[src/rtl/cpu_pkg.sv]
// cpu_pkg: definitions shared by the run sequencer and the 8-bit CPU datapath.
//   HALT_OP      - opcode that stops execution
//   INSTR_BYTES  - bytes per instruction (opcode, arg1, arg2, dest)
//   OP_*         - datapath opcode constants
//   seq_state_t  - sequencer FSM states
//   run_mode_t   - execution mode latched when a run starts
package cpu_pkg;

    localparam logic [7:0] HALT_OP     = 8'h32;
    localparam int         INSTR_BYTES = 4;

    localparam logic [7:0] OP_ADD = 8'h00;
    localparam logic [7:0] OP_SUB = 8'h01;
    localparam logic [7:0] OP_MUL = 8'h02;
    localparam logic [7:0] OP_DIV = 8'h03;
    localparam logic [7:0] OP_MOD = 8'h04;

    typedef enum logic [3:0] {
        ST_IDLE,
        ST_F0,
        ST_F1,
        ST_F2,
        ST_F3,
        ST_F4,
        ST_EXEC,
        ST_WAIT,
        ST_HALTED
    } seq_state_t;

    typedef enum logic [1:0] {
        MODE_STEP,
        MODE_RUN,
        MODE_FAST
    } run_mode_t;

endpackage

[src/rtl/pulse_edge.sv]
// pulse_edge: registered rising-edge detector.
//   clk  - clock
//   rst  - asynchronous active-low reset
//   d    - level input
//   rise - high for the cycle in which d is 1 and its registered copy is 0
module pulse_edge (
    input  logic clk,
    input  logic rst,
    input  logic d,
    output logic rise
);

    logic d_reg;

    always_ff @(posedge clk or negedge rst) begin
        if (!rst) begin
            d_reg <= 1'b0;
        end else begin
            d_reg <= d;
        end
    end

    assign rise = d & ~d_reg;

endmodule

[src/rtl/run_sequencer.sv]
// run_sequencer: shares the program ROM between the front-panel editor and
// instruction fetch, fetches 4-byte instructions and strobes them into the
// datapath in STEP / RUN / FAST modes, stopping on HALT_OP.
//   clk, rst                  - clock, asynchronous active-low reset
//   edit, unit, code, send    - editor ownership, write address/data/request
//   program_sel               - ROM bank select
//   RUN, NEXT, SPEEDRUN       - panel buttons (rising edge acts)
//   rom_addr/bank/we/wdata    - ROM port;  rom_rdata - synchronous read data
//   opcode, arg1, arg2, dest  - latched instruction fields
//   exec                      - one-cycle execute strobe
//   pc_load, pc_wdata         - datapath write of the counter (EXEC cycle only)
//   pc, busy, halted          - counter and status
module run_sequencer #(
    parameter int         TICK_DIV = 4,
    parameter logic [7:0] HALT_OP  = cpu_pkg::HALT_OP
) (
    input  logic       clk,
    input  logic       rst,
    input  logic       edit,
    input  logic [7:0] unit,
    input  logic [7:0] code,
    input  logic       send,
    input  logic [1:0] program_sel,
    input  logic       RUN,
    input  logic       NEXT,
    input  logic       SPEEDRUN,
    output logic [7:0] rom_addr,
    output logic [1:0] rom_bank,
    output logic       rom_we,
    output logic [7:0] rom_wdata,
    input  logic [7:0] rom_rdata,
    output logic [7:0] opcode,
    output logic [7:0] arg1,
    output logic [7:0] arg2,
    output logic [7:0] dest,
    output logic       exec,
    input  logic       pc_load,
    input  logic [7:0] pc_wdata,
    output logic [7:0] pc,
    output logic       busy,
    output logic       halted
);

    import cpu_pkg::*;

    localparam int B_NEXT  = 0;
    localparam int B_RUN   = 1;
    localparam int B_SPEED = 2;
    localparam int B_SEND  = 3;

    localparam int             CW        = (TICK_DIV > 1) ? $clog2(TICK_DIV) : 1;
    localparam logic [CW-1:0]  WAIT_LAST = CW'(TICK_DIV - 1);

    seq_state_t    state_reg;
    run_mode_t     mode_reg;
    logic          stop_reg;
    logic [7:0]    pc_reg;
    logic [7:0]    opcode_reg, arg1_reg, arg2_reg, dest_reg;
    logic [7:0]    addr_reg, wdata_reg;
    logic [1:0]    bank_reg;
    logic          we_reg;
    logic [CW-1:0] wait_reg;

    logic [3:0] btn, btn_rise;
    logic       busy_int;
    logic [7:0] pc_exec;

    assign btn = {send, SPEEDRUN, RUN, NEXT};

    genvar gi;
    generate
        for (gi = 0; gi < 4; gi++) begin : g_edge
            pulse_edge u_edge (
                .clk  (clk),
                .rst  (rst),
                .d    (btn[gi]),
                .rise (btn_rise[gi])
            );
        end
    endgenerate

    assign busy_int = (state_reg != ST_IDLE) && (state_reg != ST_HALTED);
    assign pc_exec  = pc_load ? pc_wdata : pc_reg + 8'(INSTR_BYTES);

    always_ff @(posedge clk or negedge rst) begin
        if (!rst) begin
            state_reg  <= ST_IDLE;
            mode_reg   <= MODE_STEP;
            stop_reg   <= 1'b0;
            pc_reg     <= 8'd0;
            opcode_reg <= 8'd0;
            arg1_reg   <= 8'd0;
            arg2_reg   <= 8'd0;
            dest_reg   <= 8'd0;
            addr_reg   <= 8'd0;
            bank_reg   <= 2'd0;
            wdata_reg  <= 8'd0;
            we_reg     <= 1'b0;
            wait_reg   <= '0;
        end else begin
            we_reg <= 1'b0;
            if (edit) begin
                // Editor owns the ROM: abandon any fetch and mirror the editor
                // onto the ROM port every cycle; write only on a send edge.
                state_reg <= ST_IDLE;
                mode_reg  <= MODE_STEP;
                stop_reg  <= 1'b0;
                pc_reg    <= 8'd0;
                wait_reg  <= '0;
                addr_reg  <= unit;
                bank_reg  <= program_sel;
                wdata_reg <= code;
                we_reg    <= btn_rise[B_SEND];
            end else begin
                // NEXT while running requests a stop at the next EXEC;
                // the EXEC branch below overrides this when it consumes it.
                if (btn_rise[B_NEXT] && busy_int) begin
                    stop_reg <= 1'b1;
                end
                case (state_reg)
                    ST_IDLE: begin
                        if (btn_rise[B_SPEED] || btn_rise[B_RUN] || btn_rise[B_NEXT]) begin
                            mode_reg  <= btn_rise[B_SPEED] ? MODE_FAST :
                                         btn_rise[B_RUN]   ? MODE_RUN  : MODE_STEP;
                            bank_reg  <= program_sel;
                            addr_reg  <= pc_reg;
                            state_reg <= ST_F0;
                        end
                    end
                    // rom_addr is set one state ahead; read data arrives one
                    // cycle after its address, so each byte is captured a
                    // state later than its address was presented.
                    ST_F0: begin
                        addr_reg  <= pc_reg + 8'd1;
                        state_reg <= ST_F1;
                    end
                    ST_F1: begin
                        opcode_reg <= rom_rdata;
                        addr_reg   <= pc_reg + 8'd2;
                        state_reg  <= ST_F2;
                    end
                    ST_F2: begin
                        arg1_reg  <= rom_rdata;
                        addr_reg  <= pc_reg + 8'd3;
                        state_reg <= ST_F3;
                    end
                    ST_F3: begin
                        arg2_reg  <= rom_rdata;
                        state_reg <= ST_F4;
                    end
                    ST_F4: begin
                        dest_reg  <= rom_rdata;
                        state_reg <= (opcode_reg == HALT_OP) ? ST_HALTED : ST_EXEC;
                    end
                    ST_EXEC: begin
                        pc_reg <= pc_exec;
                        if (stop_reg || mode_reg == MODE_STEP) begin
                            stop_reg  <= 1'b0;
                            state_reg <= ST_IDLE;
                        end else if (mode_reg == MODE_FAST) begin
                            addr_reg  <= pc_exec;
                            state_reg <= ST_F0;
                        end else begin
                            wait_reg  <= '0;
                            state_reg <= ST_WAIT;
                        end
                    end
                    ST_WAIT: begin
                        if (wait_reg == WAIT_LAST) begin
                            addr_reg  <= pc_reg;
                            state_reg <= ST_F0;
                        end else begin
                            wait_reg <= wait_reg + 1'b1;
                        end
                    end
                    ST_HALTED: begin
                        state_reg <= ST_HALTED;
                    end
                    default: begin
                        state_reg <= ST_IDLE;
                    end
                endcase
            end
        end
    end

    assign rom_addr  = addr_reg;
    assign rom_bank  = bank_reg;
    assign rom_we    = we_reg;
    assign rom_wdata = wdata_reg;
    assign opcode    = opcode_reg;
    assign arg1      = arg1_reg;
    assign arg2      = arg2_reg;
    assign dest      = dest_reg;
    assign pc        = pc_reg;
    assign exec      = (state_reg == ST_EXEC);
    assign busy      = busy_int;
    assign halted    = (state_reg == ST_HALTED);

endmodule

[config.mk]
export PLATFORM = sky130hd
export DESIGN_NAME = run_sequencer
export DESIGN_NICKNAME = d
export VERILOG_FILES = /design/src/rtl/cpu_pkg.sv /design/src/rtl/pulse_edge.sv /design/src/rtl/run_sequencer.sv
export SDC_FILE = /design/constraint.sdc
export NUM_CORES = 1
export LEC_CHECK = 0
export ABC_CLOCK_PERIOD_IN_PS = 2300
export BUFFER_PORTS_ARGS = -buffer_cell sky130_fd_sc_hd__buf_2
export CAP_MARGIN = 20
export CORE_AREA = 4 4 129 119
export DETAILED_ROUTE_END_ITERATION = 10
export DIE_AREA = 0 0 133 123
export MAX_ROUTING_LAYER = met4
export PLACE_DENSITY = 0.56
export SLEW_MARGIN = 40
export SYNTH_ARGS = -nofsm -noshare
export SYNTH_HDL_FRONTEND = slang
export SYNTH_SLANG_ARGS = --single-unit
[constraint.sdc]
create_clock -name clk -period 2.3 [get_ports clk]
set_clock_uncertainty 0.15 [all_clocks]
set_input_delay 0.23 -clock clk [delete_from_list [all_inputs] [get_ports clk]]
set_output_delay 0.23 -clock clk [all_outputs]
set_load 0.02 [all_outputs]
==> results.sh <==
export IMPL_cts_tree="done"
export IMPL_tightest_slew_ns=0.460
export IMPL_r2r_cells=8
export IMPL_switching_share_pct=32.9
export IMPL_clkSlewWorstSetupHoldPaths_ns=0.06
export IMPL_vias=3303
export IMPL_clock_latency_ns=0.34
export IMPL_synth_area_mm2=0.00372
export IMPL_hold_viol=0
export IMPL_synth_mux_area_share_pct=14.7
export IMPL_min_period_ns=2.17
export IMPL_timing_rr_start="state_reg[3]"
export IMPL_synth_fa_ha_area_share_pct=1.34
export IMPL_maxSlewViolCount=0
export IMPL_synth_top_area_share_pct=48.4
export IMPL_peakVddDrop_v=0.000542
export IMPL_start_util_pct=26.8
export IMPL_dp_hpwl_mm=8.10
export IMPL_worstPathRequired_ns=2.37
export IMPL_fmax_mhz=460
export IMPL_finalSetupViolations=0
export IMPL_finalNetCount=540
export IMPL_drive_gt1_share_pct=40.4
export IMPL_drt_iter0_drc=145
export IMPL_path_cells="nand4bb_1 -> xnor2_1 -> ha_1 -> a22o_1 -> nand2_1 -> o22ai_1 -> a211oi_1 -> o31ai_1"
export IMPL_track_usage_pct=14.4
export IMPL_rrSetupSlack_ns=0.13
export IMPL_overflow=0
export IMPL_drv_cap=0
export IMPL_cts_sinks=72
export IMPL_p_int_w=0.00287
export IMPL_dp_slack_ns=0.110
export IMPL_hp_class="in -> reg"
export IMPL_outcome="finished clean"
export IMPL_combPwrFrac_pct=28.6
export IMPL_final_cell_mix="102 x buf_2, 71 x dfrtp_1, 44 x mux2_2, 40 x nand2_1"
export IMPL_insertedDiodeCount=0
export IMPL_hold_start="unit[7]"
export IMPL_multi_input_area_mm2=0.00181
export IMPL_grt_pass1_wl_mm=18.0
export IMPL_critPathMaxFanout=3
export IMPL_clockRootBuffer="clkbuf_16"
export IMPL_grt_start_max_net_pins=50
export IMPL_synth_xor_area_share_pct=1.65
export IMPL_holdPathStages=3
export IMPL_wirelength_mm=11.0
export IMPL_synthTopCellsByArea="dfrtp_1 48%, mux2_2 13%, nand2_1 4.0%, a21oi_1 3.2%, nor2_1 2.3%"
export IMPL_rr_endpoint="rom_addr[4]"
export IMPL_synth_cell_types=57
export IMPL_cts_buffers=9
export IMPL_route_detailed_drc=0
export IMPL_syn_nets=399
export IMPL_regArea_mm2=0.00180
export IMPL_worstPathArrival_ns=2.24
export IMPL_async_flop_share_pct=100
export IMPL_syn_to_final_growth_pct=37.8
export IMPL_slowest_delay_ns=0.38
export IMPL_crit_type="reg -> reg"
export IMPL_setup_slack_ns=0.127
export IMPL_crit_start="state_reg[3]"
export IMPL_num_fill_cells=1451
export IMPL_post_route_period_util_pct=94.5
export IMPL_place_inst=652
export IMPL_critPathSlowestCell="dfrtp_1"
export IMPL_holdPathEnd="rom_addr[7]"
export IMPL_dieArea_mm2=0.0164
export IMPL_port_buffers=103
export IMPL_setup_tns_ns=0
export IMPL_seq_power_share_pct=39.4
export IMPL_antenna_found_initial=0
export IMPL_yosys_area_top_type="dfrtp_1"
export IMPL_ios=104
export IMPL_synthCells=353
export IMPL_core_mm2=0.0139
export IMPL_drt_pass1_iter_count=4
export IMPL_cts_setup_buffers=0
export IMPL_p_clk_share_pct=32.0
export IMPL_synth_ff_type="dfrtp_1"
export IMPL_syn_avg_cell_area_um2=10.5
export IMPL_synth_top_family_by_area="simple AND/OR/NAND/NOR gates"
export IMPL_instances_no_fill=691
export IMPL_power_switching_w=0.00140
export IMPL_ant_nets=0
export IMPL_first_global_vias=3425
export IMPL_fin_hold_ws_ns=0.0139
export IMPL_yosys_area_share_simple_pct=16.6
export IMPL_yosysWarnings=0
export IMPL_final_common_cell="buf_2"
export IMPL_synth_compound_area_share_pct=14.2
export IMPL_die_height_um=123
export IMPL_clock_path_buffers=2
export IMPL_wl_per_cell_um=16.0
export IMPL_h_tree_depth=3
export IMPL_powerDensity_mw_per_mm2=833
export IMPL_rsz0062_at_grt="no"
export IMPL_slew_headroom_pct=69.3
export IMPL_synth_seq_cells=72
export IMPL_gp_congestion=0.876
export IMPL_p_leak_nw=2.33
export IMPL_yosysSeqAreaShare_pct=48.4
export IMPL_die_w_um=133
export IMPL_rows=41
export IMPL_cp_start_kind="flop"
export IMPL_worst_setup_path_end_kind="flop"
export IMPL_via_per_inst=4.78
export IMPL_synth_edf_count=0
## through the flow
step	total power, W	instance area (um^2)	utilization, %
floorplan	0.00241	3720	-
global placement	0.00287	4590	33.0
detailed placement	0.00290	4590	33.0
CTS	0.00433	5120	36.8
global route	0.00451	5130	36.9
finish	0.00427	5130	36.9
## layout make-up
| class | instances | area share [%] |
|---|---|---|
| Sequential cell | 72 | 35.2 |
| Multi-Input combinational cell | 256 | 35.4 |
| Inverter | 3 | 0.220 |
| Clock buffer | 10 | 4.47 |
| Timing Repair Buffer | 152 | 18.9 |
| Clock inverter | 5 | 1.15 |
| Tap cell | 193 | 4.71 |
## cells in the mapped netlist (6+ instances only)
cell type  number
o211ai_1        7
nand3_1         8
dfrtp_1        72
nor3_1          6
a21oi_1        24
nor2b_1        11
nand2b_1        7
clkbuf_1        6
nor2_1         23
buf_2          12
nand2_1        40
mux2_2         44
o21ai_0        12
a211oi_1        6
## power by group through the flow
stage | combinational, W | sequential (W) | clock (W)
floorplan | 0.000423 | 0.00198 | 0
global placement | 0.00119 | 0.00168 | 0
detailed placement | 0.00120 | 0.00171 | 0
CTS | 0.00123 | 0.00169 | 0.00141
global route | 0.00132 | 0.00172 | 0.00148
finish | 0.00122 | 0.00168 | 0.00137
## metal layers
metal | up-vias | track usage [%] | wire length (um)
met5 | - | - | 0
met4 | 0 | 4.48 | 165
met3 | 18 | 5.17 | 692
met2 | 106 | 22.5 | 5340
met1 | 1627 | 17.5 | 4840
li1 | 1552 | - | -
## repair_timing
item                       4_1_cts  5_1_grt
resized for setup                0        4
setup endpoints to repair        0        8
hold buffers                    24        0
hold endpoints to repair        47        0
## cells by family (layout without fill, tap and decap cells)
kind of cell	Yosys count	in the layout
muxes	49	49
buffers and inverters	25	170
adders and majority gates	4	4
DFF	72	72
and+or+nand+nor	119	119
xor gates and xnor gates	7	7
AOI/OAI and AO/OA	77	77
## worst max path at each step
stage / end / slack [ns]
floorplan: rom_addr[7] / 0.27
global placement: rom_addr[6] / 0.19
detailed placement: rom_addr[4] / 0.11
CTS: rom_bank[1] / 0.007
global route: rom_addr[4] / 0.005
finish: rom_addr[4] / 0.13
## critical path: cells and delay by family (launching register included)
family                     cells  cell delay (ns)
AOI/OAI and AO/OA              4             0.75
DFF                            1             0.38
and+or+nand+nor                2             0.35
adders and majority gates      1             0.23
xor gates and xnor gates       1             0.19
(Power assumes the default switching activity.)
